==> config.mk <==
export PLATFORM = sky130hd
export DESIGN_NAME = pipe_hazard_ctrl
export DESIGN_NICKNAME = d
export VERILOG_FILES = /design/src/rtl/pipe_hazard_ctrl.sv
export SDC_FILE = /design/constraint.sdc
export NUM_CORES = 1
export LEC_CHECK = 0
export CELL_PAD_IN_SITES_DETAIL_PLACEMENT = 0
export CELL_PAD_IN_SITES_GLOBAL_PLACEMENT = 1
export CORE_MARGIN = 3
export CORE_UTILIZATION = 33
export DETAILED_ROUTE_END_ITERATION = 12
export PLACE_DENSITY = 0.82
export SLEW_MARGIN = 40
export SYNTH_ARGS = -nofsm -noshare
export SYNTH_HDL_FRONTEND = slang
export SYNTH_SLANG_ARGS = --single-unit
==> constraint.sdc <==
create_clock -name clk -period 2.4 [get_ports clk]
set_input_delay 0.48 -clock clk [delete_from_list [all_inputs] [get_ports clk]]
set_output_delay 0.48 -clock clk [all_outputs]
set_load 0.05 [all_outputs]
==> src/rtl/pipe_hazard_ctrl.sv <==
// Stall/flush sequencer for the 5-stage pipeline: load-use interlock, branch squash,
// data-memory wait FSM with timeout, and a saturating stall-cycle counter.
module pipe_hazard_ctrl #(
  parameter int M       = 4,
  parameter int TIMEOUT = 64,
  parameter int CW      = 16
) (
  input  logic          clk,
  input  logic          rst,
  input  logic          valid_D,
  input  logic [M-1:0]  rs1_D,
  input  logic [M-1:0]  rs2_D,
  input  logic          use1_D,
  input  logic          use2_D,
  input  logic          vec_D,
  input  logic [M-1:0]  regdst_E,
  input  logic          regw_E,
  input  logic          regmem_E,
  input  logic          vec_E,
  input  logic          branch_E,
  input  logic          memreq_M,
  input  logic          mem_ready,
  output logic          en_F,
  output logic          en_D,
  output logic          en_E,
  output logic          en_M,
  output logic          flush_D,
  output logic          flush_E,
  output logic          bubble_W,
  output logic          mem_err,
  output logic [CW-1:0] stall_cnt
);

  localparam int WW = $clog2(TIMEOUT + 1);
  localparam logic [WW-1:0] WAIT_LAST = WW'(TIMEOUT - 1);

  typedef enum logic [1:0] {
    RUN     = 2'd0,
    MEMWAIT = 2'd1,
    ERR     = 2'd2
  } state_t;

  state_t        state_q, state_d;
  logic [WW-1:0] wcnt_q, wcnt_d;
  logic          mem_err_q, mem_err_d;
  logic [CW-1:0] stall_q, stall_d;

  logic hit1_s, hit2_s, lu_s, mw_s;

  // Hazard detection; scalar register 0 is hardwired so it never creates a dependency
  always_comb begin
    hit1_s = use1_D & (rs1_D == regdst_E) & (vec_D | (rs1_D != {M{1'b0}}));
    hit2_s = use2_D & (rs2_D == regdst_E) & (vec_D | (rs2_D != {M{1'b0}}));
    lu_s   = valid_D & regw_E & regmem_E & (vec_D == vec_E) & (hit1_s | hit2_s);
    mw_s   = memreq_M & ~mem_ready;
  end

  // Pipeline control decode, priority ERR > memory wait > branch > load-use
  always_comb begin
    en_F     = 1'b1;
    en_D     = 1'b1;
    en_E     = 1'b1;
    en_M     = 1'b1;
    flush_D  = 1'b0;
    flush_E  = 1'b0;
    bubble_W = 1'b0;
    if (rst) begin
      flush_D  = 1'b1;
      flush_E  = 1'b1;
      bubble_W = 1'b1;
    end else if ((state_q == ERR) || mw_s) begin
      // A pending branch stays in E and is flushed on the release cycle
      en_F     = 1'b0;
      en_D     = 1'b0;
      en_E     = 1'b0;
      en_M     = 1'b0;
      bubble_W = 1'b1;
    end else if (branch_E) begin
      flush_D = 1'b1;
      flush_E = 1'b1;
    end else if (lu_s) begin
      en_F    = 1'b0;
      en_D    = 1'b0;
      flush_E = 1'b1;
    end else begin
      en_F = 1'b1;
    end
  end

  // Wait FSM, sticky error and stall counter next-state
  always_comb begin
    state_d   = state_q;
    wcnt_d    = wcnt_q;
    mem_err_d = mem_err_q;
    if (!en_F && (stall_q != {CW{1'b1}})) begin
      stall_d = stall_q + CW'(1);
    end else begin
      stall_d = stall_q;
    end
    case (state_q)
      RUN: begin
        if (mw_s) begin
          wcnt_d = WW'(1);
          if (TIMEOUT <= 1) begin
            state_d   = ERR;
            mem_err_d = 1'b1;
          end else begin
            state_d = MEMWAIT;
          end
        end else begin
          wcnt_d = {WW{1'b0}};
        end
      end
      MEMWAIT: begin
        // Ready or an illegally dropped request both release back to RUN
        if (mw_s) begin
          wcnt_d = wcnt_q + WW'(1);
          if (wcnt_q == WAIT_LAST) begin
            state_d   = ERR;
            mem_err_d = 1'b1;
          end else begin
            state_d = MEMWAIT;
          end
        end else begin
          state_d = RUN;
          wcnt_d  = {WW{1'b0}};
        end
      end
      ERR: begin
        state_d = ERR;
      end
      default: begin
        state_d = RUN;
        wcnt_d  = {WW{1'b0}};
      end
    endcase
  end

  // State registers with synchronous reset
  always_ff @(posedge clk) begin
    if (rst) begin
      state_q   <= RUN;
      wcnt_q    <= {WW{1'b0}};
      mem_err_q <= 1'b0;
      stall_q   <= {CW{1'b0}};
    end else begin
      state_q   <= state_d;
      wcnt_q    <= wcnt_d;
      mem_err_q <= mem_err_d;
      stall_q   <= stall_d;
    end
  end

  assign mem_err   = mem_err_q;
  assign stall_cnt = stall_q;

endmodule

# Word level (Yosys, flattened, before mapping)
# Index checks and enable logic that the tools add are counted.
# totals
reg_bits	26
latchBits	0
ram_bits	0
rom_bits	0
memories	0
# op_classes
addsub	2
multipliers	0
div_mod_pow	0
magnitude_cmp	0
eq_ne	8
shift	0
muxes	22
n_bitwise	13
n_reduce_logical	7
# op_table
operator	n
one-hot mux 7 bit (3 select lines)	1
adder 16 x 1 -> 16 bit, second input constant	1
2-to-1 mux 1 bit	16
inequality test 16 bit, second input constant	1
bitwise AND 1 bit	9
== test 4 bit	2
nonzero test 4 bit	2
adder 7 x 1 -> 7 bit, second input constant	1
== test 7 x 6 -> 1 bit, second input constant	1
2-to-1 mux 7 bit	1
2-to-1 mux 2 bit	3
one-hot mux 2 bit (3 select lines)	1
OR 1 bit	3
AND reduction 3 bit	1
== test 2 x 1 -> 1 bit, second input constant	1
== test 2 bit, second input constant	1
logical NOT 2 bit	1
inequality test 2 bit, second input constant	1
== test 1 bit	1
logical AND 1 bit	1
logical NOT 1 bit	1
logical OR 1 bit	1
inverter 1 bit	1

# Logic depth before layout (Yosys ltp)
# Gate-level depths: netlist of run 1.
# depth
depth_word	11
ltp_mapped	9
ltp_nobuf	7

# Worst setup path after synthesis of run 1
# Ideal clock, no wire load.
# synth_path
path_type	input -> output
start	input vec_D
end	output en_F
arrival_ns	2.483
required_time_ns	1.920
path_slack_ns	-0.563
stages	5
cell_sequence	or4_1 -> a21oi_2 -> o22ai_2 -> a31oi_1 -> buf_4
# synth_via
elab_chain_cells	8
word_cells_on_any_way	12
cone_classes	1 x eq/ne; 4 x mux; 7 x bitwise
# synth_rtl
item	line	text
start: declaration	15	input logic vec_D,
OR 1 bit, on equally long branches	52, 53	
bitwise AND 1 bit, on equally long branches	52, 53	
OR 1 bit	54	lu_s = valid_D & regw_E & regmem_E & (vec_D == vec_E) & (hit1_s | hit2_s);
bitwise AND 1 bit *	54	
2-to-1 mux 1 bit * (4 in series)	-	
end: declaration	23	output logic en_F,
# Mark *: on every way between the ends. The rest lies on a longest branch, timed or not.

# Final worst setup path of run 1
# layout_path
start	input rs1_D[0]
end	output en_D
# layout_via
elab_chain_cells	9
word_cells_on_any_way	11
cone_classes	1 x eq/ne; 4 x mux; 5 x bitwise; 1 x reduce/logical
# layout_rtl
item	line	text
start: declaration	11	input logic [M-1:0] rs1_D,
== test 4 bit or nonzero test 4 bit (tied branches)	52	hit1_s = use1_D & (rs1_D == regdst_E) & (vec_D | (rs1_D != {M{1'b0}}));
bitwise AND 1 bit or OR 1 bit (tied branches)	52	
bitwise AND 1 bit *	52	
OR 1 bit *	54	
bitwise AND 1 bit *	54	
2-to-1 mux 1 bit *	81	end else if (lu_s) begin
2-to-1 mux 1 bit *	78	end else if (branch_E) begin
2-to-1 mux 1 bit *	71	end else if ((state_q == ERR) || mw_s) begin
2-to-1 mux 1 bit *	67	if (rst) begin
end: declaration	24	output logic en_D,
# Marked as above.

==> results of run 1 <==
## sequential cells by signal, summed over array words and instances (netlist names)
| name | flops |
|---|---|
| mem_err | 1 |
| stall_cnt | 16 |
| state_q | 2 |
| wcnt_q | 7 |
## final cells by class
type                            instances  share of cell area [%]
Inverter                                4                   0.667
Tap cell                               50                    2.78
Multi-Input combinational cell        145                    41.7
Clock buffer                            4                    2.44
Sequential cell                        26                    23.1
Timing Repair Buffer                   67                    29.3
## what timing repair did
action                     in CTS  in global routing
resized for setup              15                 16
setup endpoints to repair       3                  5
hold endpoints to repair        0                  0
setup buffers                   1                  0
pin swaps                       8                 13
## metrics by stage
step / TNS, ns / util (%)
6_report: 0 / 54.3
5_1_grt: 0 / 54.3
4_1_cts: 0 / 54.4
3_5_place_dp: -3.13 / 52.7
3_3_place_gp: -2.34 / 52.7
2_1_floorplan: -0.0256 / -
## synthesized netlist by cell type (2+ instances only)
library cell / instances / area [µm²]
a2111oi_0: 2 / 17.5
a21oi_1: 19 / 95.1
a21oi_2: 5 / 43.8
a31oi_1: 2 / 12.5
and2_1: 5 / 31.3
and3_1: 3 / 18.8
and4_1: 2 / 17.5
buf_4: 2 / 15.0
clkbuf_1: 2 / 7.51
dfxtp_1: 26 / 521
ha_1: 2 / 25.0
inv_1: 4 / 15.0
nand2_1: 13 / 48.8
nand2b_1: 3 / 18.8
nand3_1: 9 / 45.0
nand4_1: 6 / 37.5
nor2_1: 19 / 71.3
nor2b_1: 2 / 12.5
nor3b_1: 3 / 22.5
o21ai_0: 4 / 20.0
o21ai_1: 10 / 50.1
o31ai_1: 3 / 22.5
or3_1: 11 / 68.8
or4_1: 5 / 37.5
xnor2_1: 6 / 52.6
xor2_1: 2 / 17.5
## cells by family after synthesis
kind of cell,after synthesis,share of synthesized area (%)
mux,1,0.681
fa+ha+maj,2,1.70
flops,26,35.4
buf+inv,12,5.28
compound gates,51,22.0
simple gates,83,30.1
xor+xnor,8,4.77
## power breakdown
group | switching [mW] | internal, mW
Sequential | 0.00239 | 0.434
Clock | 0.136 | 0.147
Combinational | 0.0887 | 0.0939
## per-layer routing
layer | wire length (µm) | track usage, % | vias up
met5 | 0 | 0 | -
met4 | 23 | 3.69 | 0
met3 | 193 | 2.89 | 2
met2 | 1800 | 26.4 | 36
met1 | 1740 | 18.4 | 699
li1 | - | - | 793
## worst min-delay path, cell delays in order (launching register included)
cell and delay (ns):
dfxtp_1 0.33, a21oi_1 0.04, nor2_1 0.07
## layout by cell type, fill, tap and decap left out, types with 9 or more instances in the layout
cell type,n
nand3_1,9
nor2_1,18
o21ai_1,10
or3_1,11
nand2_1,12
a21oi_1,17
dfxtp_1,26
buf_4,21
clkdlybuf4s50_1,29
## worst max-delay path by stage
stage,to,slack (ns)
final,en_D,0.09
after global routing,en_F,0.03
after CTS,flush_E,0.006
after detailed placement,en_D,-0.35
after global placement,en_D,-0.33
after floorplan,en_F,-0.03
==> metrics.csv, run 1 <==
stage,metric,value,unit
synthesis,YS warnings,0,
routing,drt drc,0,
timing,period utilization,96.4,%
timing,Hold WS,0.473,ns
layout,Inserted Diodes,0,
place,placed cell count,291,
setup_path,worst-path maximum fanout,3,
pwr,pwr/cell area,400,nW/µm²
timing,final-report max-slew violation count,0,
global_route,initial antenna violation count,0,
routing,remaining antenna violation count,0,
setup_path,reg-to-reg endpoint,stall_cnt[5]$_SDFFE_PP0P_,
die,die height,72.7,µm
timing,"Hold Vio Cnt, Final",0,
setup_path,WS Path Type,input port to output pin,
layout,Fillers,397,
routing,Vias/cell,5.17,
setup_path,worst reg-to-reg setup slack,0.34,ns
pwr,total power,901,µW
clock_tree,Num CTS Buffers,3,
layout,Reg area,520,µm²
setup_path,number of cells on the worst reg-to-reg path,8,
setup_path,worst path arrival time,1.83,ns
timing,Max Fclk,0.432,GHz
clock_tree,clk buf depth,2,
outcome,status,completed,
hold_path,worst hold path type,register to register,
die,Starting Density,35.5,%
setup_path,crit start category,input port,
layout,design area,2250,µm²
place,RD Place Congestion,0.753,
job,total of max-cap violations,0,
global_route,gr usage total,14.9,%
die,CORE AREA,4140,µm²
place,# port buffers,47,
timing,Slew @ Worst Pin,0.504,ns
die,Die ar.,5290,µm²
routing,drt initial violations,111,
layout,synthesis-to-finish area growth,53.2,%
clock_tree,clock sink total,26,
place,dpl hpwl,2.86,mm
synthesis,syn nets,209,
setup_path,Worst Path Required,1.92,ns
clock_tree,CTS H-tree lvls,1,
clock_tree,CTS tree,built,
synthesis,count of state elements after synthesis,26,
hold_path,Hold Crit Endpoint,mem_err$_SDFFE_PP0P_,
timing,RSZ-0062 raised after global routing,no,
synthesis,asr flop ratio synth,0,%
die,FP Rows,23,
global_route,pin count of the biggest net entering global routing,18,
timing,post-route setup slack,0.0857,ns
setup_path,Worst setup EP type,output pin,
hold_path,worst hold path stage count,2,
clock_tree,CTS Root Cell,clkbuf_8,
clock_tree,Clock transition at path regs,0.09,ns
synthesis,top_reg_cell synth,dfxtp_1,
timing,min cycle time layout,2.31,ns
die,Die Width,72.7,µm
pwr,peak supply drop,0.000211,V
synthesis,Syn Area/Cell,8.03,µm²
setup_path,Max stage delay on crit path,0.54,ns
global_route,global-route wire length before repair,6.40,mm
synthesis,synthesized instance count,183,
layout,layout cells sized above 1,22.4,%
global_route,grt total ovfl,0,
layout,non-filler instance count after layout,296,
setup_path,WP buf/inv,2,
setup_path,FF-to-FF Start,stall_cnt[1]$_SDFFE_PP0P_,
timing,endpoints failing setup,0,
routing,drt first pass iters,4,
layout,Nets,273,
setup_path,Worst path depth,6,
setup_path,Crit path max-delay family,compound AO/OA/AOI/OAI gates,
synthesis,register area share after synthesis,35.4,%
setup_path,Slowest cell on crit path,or4_4,
pwr,Pleak,0.842,nW
timing,max_slew headroom,66.3,%
routing,WL final,3.76,mm
setup_path,worst path cell trace,clkbuf_2 -> or4_4 -> a21oi_4 -> o22ai_4 -> a31oi_4 -> buf_12,
synthesis,Post-synth EDFFs,0,
synthesis,unique cell type count in the Yosys netlist,39,
layout,Multi-input gate area,940,µm²
hold_path,min-delay src,mem_err$_SDFFE_PP0P_,
clock_tree,clock latency on the worst-skew pair,0.27,ns
clock_tree,cts hold-fix bufs,0,
place,Setup WS pre-CTS,-0.352,ns
die,IO Count,48,
routing,routed len/inst,12.7,µm
routing,via count,1530,
synthesis,cell area after synthesis,1470,µm²
setup_path,CP startpoint,rs1_D[0],
global_route,vias in the first global route,1497,
place,placed instance area,2180,µm²
timing,Final Skew,0.00628,ns
No activity file was read; power rests on OpenSTA's default activity.
==> run 2: changes to the inputs <==
- ABC_AREA: default -> 1
==> run 2 against run 1 <==
  * Final cell count grew 28%
  * Power grew 8.4%
  * Design area grew 7.9%
==> metrics.csv, run 2 <==
stage,metric,value,unit,change
timing,Max Fclk,0.443,GHz,+2.6%
setup_path,WS Path Type,input port to output pin,,
timing,Slew @ Worst Pin,0.511,ns,+0.00636 ns
die,CORE AREA,4910,µm²,+19%
die,Die Width,78.5,µm,+8.0%
place,placed cell count,376,,+29%
routing,remaining antenna violation count,0,,unchanged
pwr,sw frac,25.0,%,-0.19 points
pwr,part of the power in combinational logic,16.8,%,-3.5 points
clock_tree,clock sink total,26,,unchanged
place,dpl hpwl,3.46,mm,+21%
setup_path,Worst setup EP type,output pin,,
synthesis,most common cell in the netlist,nand2_1,,
synthesis,cell area after synthesis,1740,µm²,+18%
synthesis,YS warnings,0,,unchanged
die,Starting Density,35.4,%,-0.11 points
layout,layout cells sized above 1,14.4,%,-8.0 points
timing,Hold WS,0.493,ns,+0.0205 ns
timing,"Hold Vio Cnt, Final",0,,unchanged
synthesis,top_reg_cell synth,dfxtp_1,,
clock_tree,Clock transition at path regs,0.10,ns,about the same
routing,WL final,4.39,mm,+17%
synthesis,count of state elements after synthesis,26,,unchanged
layout,non-filler instance count after layout,380,,+28%
setup_path,worst path arrival time,1.78,ns,-0.05 ns
pwr,pwr/cell area,402,nW/µm²,+0.42%
timing,Final Skew,0.00183,ns,-0.00445 ns
pwr,clock group share of total power,38.4,%,+7.1 points
synthesis,register area share after synthesis,30.0,%,-5.4 points
pwr,Psw,244,µW,+7.6%
clock_tree,clock latency on the worst-skew pair,0.28,ns,about the same
place,RD Place Congestion,0.785,,+4.3%
place,Setup WS pre-CTS,-0.0761,ns,+0.275 ns
global_route,initial antenna violation count,0,,unchanged
synthesis,syn nets,292,,+40%
pwr,register share of total power,44.8,%,-3.6 points
place,# port buffers,47,,unchanged
timing,final-report max-slew violation count,0,,unchanged
layout,most frequent cells in the layout,"nand2_1 (70), nor2_1 (31), nand3_1 (30), clkdlybuf4s50_1 (28), inv_1 (27)",,
clock_tree,CTS H-tree lvls,1,,unchanged
synthesis,unique cell type count in the Yosys netlist,31,,-21%
synthesis,asr flop ratio synth,0,%,unchanged
clock_tree,Num CTS Buffers,3,,unchanged
layout,Inserted Diodes,0,,unchanged
die,Die ar.,6170,µm²,+17%
pwr,Pleak,0.929,nW,+10%
outcome,status,completed,,
layout,synthesis-to-finish area growth,40.0,%,
pwr,peak supply drop,0.000239,V,+13%
timing,RSZ-0062 raised after global routing,no,,
setup_path,Worst Path Required,1.92,ns,about the same
routing,drt drc,0,,unchanged
routing,via count,1765,,+15%
timing,period utilization,94.0,%,-2.4 points
global_route,vias in the first global route,1674,,+12%
layout,Final Util,49.5,%,-4.8 points
die,FP Rows,25,,+8.7%
synthesis,most frequent cells after synthesis,"nand2_1 (71), nor2_1 (32), nand3_1 (31)",,
routing,Vias/cell,4.64,,-10%
global_route,gr usage total,14.9,%,-0.017 points
die,die height,78.5,µm,+8.0%
job,total of max-cap violations,0,,unchanged
setup_path,worst-path maximum fanout,2,,-1
layout,"most common cell after layout, fill and taps aside",nand2_1,,
clock_tree,clk buf depth,2,,unchanged
pwr,Pint,733,µW,+8.7%
timing,endpoints failing setup,0,,unchanged
die,IO Count,48,,unchanged
timing,min cycle time layout,2.26,ns,-0.0578 ns
global_route,pin count of the biggest net entering global routing,23,,+5
global_route,global-route wire length before repair,7.49,mm,+17%
global_route,grt total ovfl,0,,unchanged
synthesis,Post-synth EDFFs,0,,unchanged
layout,Fillers,503,,+27%
clock_tree,CTS tree,built,,
clock_tree,CTS Root Cell,clkbuf_8,,
routing,drt first pass iters,5,,+1
routing,routed len/inst,11.5,µm,-9.1%
hold_path,worst hold path type,register to register,,
clock_tree,cts hold-fix bufs,0,,unchanged
synthesis,synthesized instance count,266,,+45%
layout,Largest register FFs,16,,unchanged
synthesis,top area cells in the synthesized netlist,"dfxtp_1 (30%), nand2_1 (15%), nand3_1 (8.9%), nor2_1 (6.9%), inv_1 (6.3%)",,
layout,Nets,340,,+25%
synthesis,top cell type's share of synthesized area,30.0,%,-5.4 points
synthesis,Syn Area/Cell,6.53,µm²,-19%
setup_path,crit start category,input port,,
timing,max_slew headroom,65.9,%,-0.43 points
pwr,total power,977,µW,+8.4%
routing,drt initial violations,101,,-9.0%
timing,post-route setup slack,0.144,ns,+0.0578 ns
synthesis,largest area contributor in the netlist,dfxtp_1,,
## run 2: cell count changes after synthesis, moves of 10 or more
| cell | change |
|---|---|
| nand2_1 | +58 |
| inv_1 | +25 |
| nand3_1 | +22 |
| nor2_1 | +13 |
| or3_1 | -11 |
| a21oi_1 | -10 |
## run 2: layer usage
| layer | vias up | wire [µm] | track usage (%) |
|---|---|---|---|
| met5 | - | 0 | 0 |
| met4 | 0 | 61 | 4.72 |
| met3 | 4 | 163 | 2.18 |
| met2 | 37 | 2060 | 26.0 |
| met1 | 784 | 2100 | 18.6 |
| li1 | 940 | - | - |
## run 2: path summary, 6_finish.rpt
check	start	end	slack [ns]	depth (start not counted)
min	wcnt_q[4]$_SDFFE_PP0N_	wcnt_q[4]$_SDFFE_PP0N_	0.49	2
min reg2reg	wcnt_q[4]$_SDFFE_PP0N_	wcnt_q[4]$_SDFFE_PP0N_	0.49	2
max	rs1_D[2]	en_D	0.14	10
max reg2reg	stall_cnt[0]$_SDFFE_PP0P_	stall_cnt[15]$_SDFFE_PP0P_	0.40	9
## run 2: critical path, cell delays in order
cell,delay [ns]
clkdlybuf4s50_1,0.41
nand2_1,0.07
nand2_1,0.05
nor2_1,0.09
nand3_1,0.10
nand2_2,0.08
nand3_2,0.09
nand2_4,0.10
clkinvlp_4,0.13
buf_12,0.17
## run 2: what timing repair did
action                     in CTS  in global routing
pin swaps                       2                  5
gates cloned                    0                  0
buffers inserted                0                  0
resized for setup               9                  9
setup endpoints to repair       3                  3
## run 2: through the flow
stage / TNS, ns / area (µm²)
2_1_floorplan: 0 / 1740
3_3_place_gp: -0.0582 / 2340
3_5_place_dp: -0.154 / 2340
4_1_cts: 0 / 2410
5_1_grt: 0 / 2430
6_report: 0 / 2430
## run 2: logic make-up after synthesis
family | after synthesis | share of synthesized area, %
DFF | 26 | 30.0
xor gates and xnor gates | 14 | 7.06
adders and majority gates | 2 | 1.44
buffers and inverters | 43 | 10.9
and+or+nand+nor | 151 | 38.8
AOI/OAI and AO/OA | 30 | 11.9
## run 2: power groups by stage
stage          Sequential, mW  Combinational, mW  Clock (mW)
2_1_floorplan           0.451             0.0791           0
3_3_place_gp            0.448              0.168           0
3_5_place_dp            0.448              0.168           0
4_1_cts                 0.438              0.164       0.386
5_1_grt                 0.438              0.179       0.399
6_report                0.438              0.164       0.375
## run 2: layout make-up
type	count	area (µm²)	area share, %
clock inverter	1	30.0	1.24
multi-input combinational	197	1050	43.0
sequential	26	520	21.4
tap	67	83.8	3.45
inverter	34	131	5.40
timing repair buffer	52	578	23.8
clock buffer	3	41.3	1.70
==> run 3: changes to the inputs <==
- CORE_UTILIZATION: 33 -> 35
- PLACE_DENSITY: 0.82 -> 0.86
- SETUP_SLACK_MARGIN: default -> 0.05
- clock period: 2.4 -> 2.7 ns (I/O delays scaled with it)
==> run 3 against run 2 <==
  * Largest cell class unchanged
  * Global-route usage fell by 0.33 points
  * Register-to-register slack gained 0.31 ns
  * Critical path depth grew 1
  * Sequential share of layout area up 0.21 points
  * Largest power group unchanged
  * Core utilization up 1.1 points
  * Die area down 5.3%
==> metrics.csv, run 3 (same netlist as run 2, synthesis figures left out) <==
stage,metric,value,unit,change
routing,met3 wire length,211,µm,+29%
routing,drt first pass iters,4,,-1
clock_tree,CTS H-tree lvls,1,,unchanged
routing,WL final,4.10,mm,-6.5%
setup_path,Slowest cell on crit path,clkdlybuf4s50_1,,
global_route,gr usage total,14.5,%,-0.33 points
setup_path,Worst Path Required,2.16,ns,+0.24 ns
routing,met2 WL,1.83,mm,-11%
setup_path,WS Path Type,input port to output pin,,
setup_path,worst path arrival time,1.97,ns,+0.19 ns
setup_path,worst path cell trace,clkdlybuf4s50_1 -> inv_1 -> nand2_1 -> nand2_1 -> nor2_1 -> nand3_1 -> nand2_1 -> nand3_2 -> nand2_4 -> inv_1 -> buf_12,,
layout,layout cells sized above 1,12.8,%,-1.6 points
routing,routed len/inst,10.8,µm,-6.5%
clock_tree,clock latency on the worst-skew pair,0.28,ns,about the same
layout,Fillers,505,,+0.40%
timing,TNS Setup,0,ns,unchanged
layout,Largest register FFs,16,,unchanged
die,CORE AREA,4750,µm²,-3.2%
timing,endpoints failing setup,0,,unchanged
die,FP Rows,25,,unchanged
die,IO Count,48,,unchanged
hold_path,worst hold path type,register to register,,
die,Die ar.,5840,µm²,-5.3%
pwr,Pleak,0.896,nW,-3.6%
global_route,global-route wire length before repair,7.25,mm,-3.2%
setup_path,crit start category,input port,,
outcome,status,completed,,
pwr,pwr/cell area,333,nW/µm²,-17%
timing,final-report max-slew violation count,0,,unchanged
layout,Inserted Diodes,0,,unchanged
layout,"most common cell after layout, fill and taps aside",nand2_1,,
timing,period utilization,92.8,%,
clock_tree,Clock transition at path regs,0.09,ns,about the same
clock_tree,clock sink total,26,,unchanged
timing,Max Fclk,0.399,GHz,
place,# port buffers,47,,unchanged
clock_tree,CTS Root Cell,clkbuf_8,,
setup_path,Worst setup EP type,output pin,,
pwr,peak supply drop,0.000171,V,-28%
timing,max_slew headroom,66.6,%,+0.71 points
global_route,initial antenna violation count,0,,unchanged
timing,Hold WS,0.492,ns,-0.00119 ns
clock_tree,cts hold-fix bufs,0,,unchanged
clock_tree,Num CTS Buffers,3,,unchanged
die,die height,76.4,µm,-2.7%
timing,Final Skew,0.00675,ns,+0.00492 ns
global_route,vias in the first global route,1593,,-4.8%
setup_path,worst-path maximum fanout,7,,+5
die,Starting Density,36.5,%,+1.2 points
routing,drt drc,0,,unchanged
routing,M1 wire length,2.03,mm,-3.1%
clock_tree,clk buf depth,2,,unchanged
place,RD Place Congestion,0.837,,+6.6%
place,dpl hpwl,3.20,mm,-7.5%
routing,Vias/cell,4.59,,-1.1%
layout,most frequent cells in the layout,"nand2_1 (71), clkdlybuf4s50_1 (38), nor2_1 (32), nand3_1 (30), inv_1 (29)",,
routing,top layer in use,met4,,
timing,"Hold Vio Cnt, Final",0,,unchanged
routing,drt initial violations,77,,-24%
timing,Slew @ Worst Pin,0.500,ns,-0.0107 ns
routing,via count,1746,,-1.1%
layout,Nets,340,,unchanged
clock_tree,CTS tree,built,,
timing,min cycle time layout,2.51,ns,
global_route,pin count of the biggest net entering global routing,19,,-17%
timing,RSZ-0062 raised after global routing,no,,
layout,synthesis-to-finish area growth,38.6,%,
routing,remaining antenna violation count,0,,unchanged
job,total of max-cap violations,0,,unchanged
die,Die Width,76.4,µm,-2.7%
setup_path,Max stage delay on crit path,0.50,ns,+0.09 ns
global_route,grt total ovfl,0,,unchanged
setup_path,"most used cell, CP",nand2_1,,
-- run 3: final timing paths --
check                       startpoint                   endpoint  slack (ns)  depth (start not counted)
max reg2reg  stall_cnt[0]$_SDFFE_PP0P_  stall_cnt[3]$_SDFFE_PP0P_        0.71                          9
min reg2reg    state_q[1]$_SDFFE_PP0P_     wcnt_q[0]$_SDFFE_PP0N_        0.49                          2
min            state_q[1]$_SDFFE_PP0P_     wcnt_q[0]$_SDFFE_PP0N_        0.49                          2
max                        regdst_E[2]                       en_F        0.19                         11
-- run 3: metal layers --
layer  global-route usage (%)  vias to the layer above
met3                     3.31                        2
met1                     19.7                      765
met5                        0                        -
li1                         -                      942
met2                     23.6                       37
met4                     2.72                        0
-- run 3: layout make-up --
cell class	instances	area, µm²	area share [%]
Clock buffer	4	55.1	2.29
Inverter	34	128	5.30
Multi-Input combinational cell	197	1040	43.1
Sequential cell	26	520	21.6
Tap cell	67	83.8	3.48
Timing Repair Buffer	52	583	24.2
-- run 3: through the flow --
step	instances	utilization, %	area [µm²]	power (mW)	setup slack [ns]
3_5_place_dp	374	48.8	2320	0.545	0.119
3_3_place_gp	374	48.8	2320	0.544	0.141
2_1_floorplan	266	-	1740	0.471	0.0665
6_report	380	50.6	2410	0.801	0.193
4_1_cts	378	50.0	2380	0.804	0.116
5_1_grt	380	50.6	2410	0.832	0.0444
-- run 3: critical path: cells and delay by family --
family	cells	cell delay [ns]
buffers and inverters	4	0.84
and+or+nand+nor	7	0.58
-- run 3: report_power, final --
part | leakage [nW] | internal, mW | total [mW] | switching [mW]
clock network | 0.0288 | 0.131 | 0.265 | 0.134
logic | 0.657 | 0.0711 | 0.147 | 0.0760
registers | 0.210 | 0.386 | 0.389 | 0.00353
total | 0.896 | 0.587 | 0.801 | 0.214
-- run 3: repair_timing --
action                     CTS  global route
setup endpoints to repair    0             2
hold endpoints to repair     0             0
gates resized for setup      0             4
setup buffers                0             2
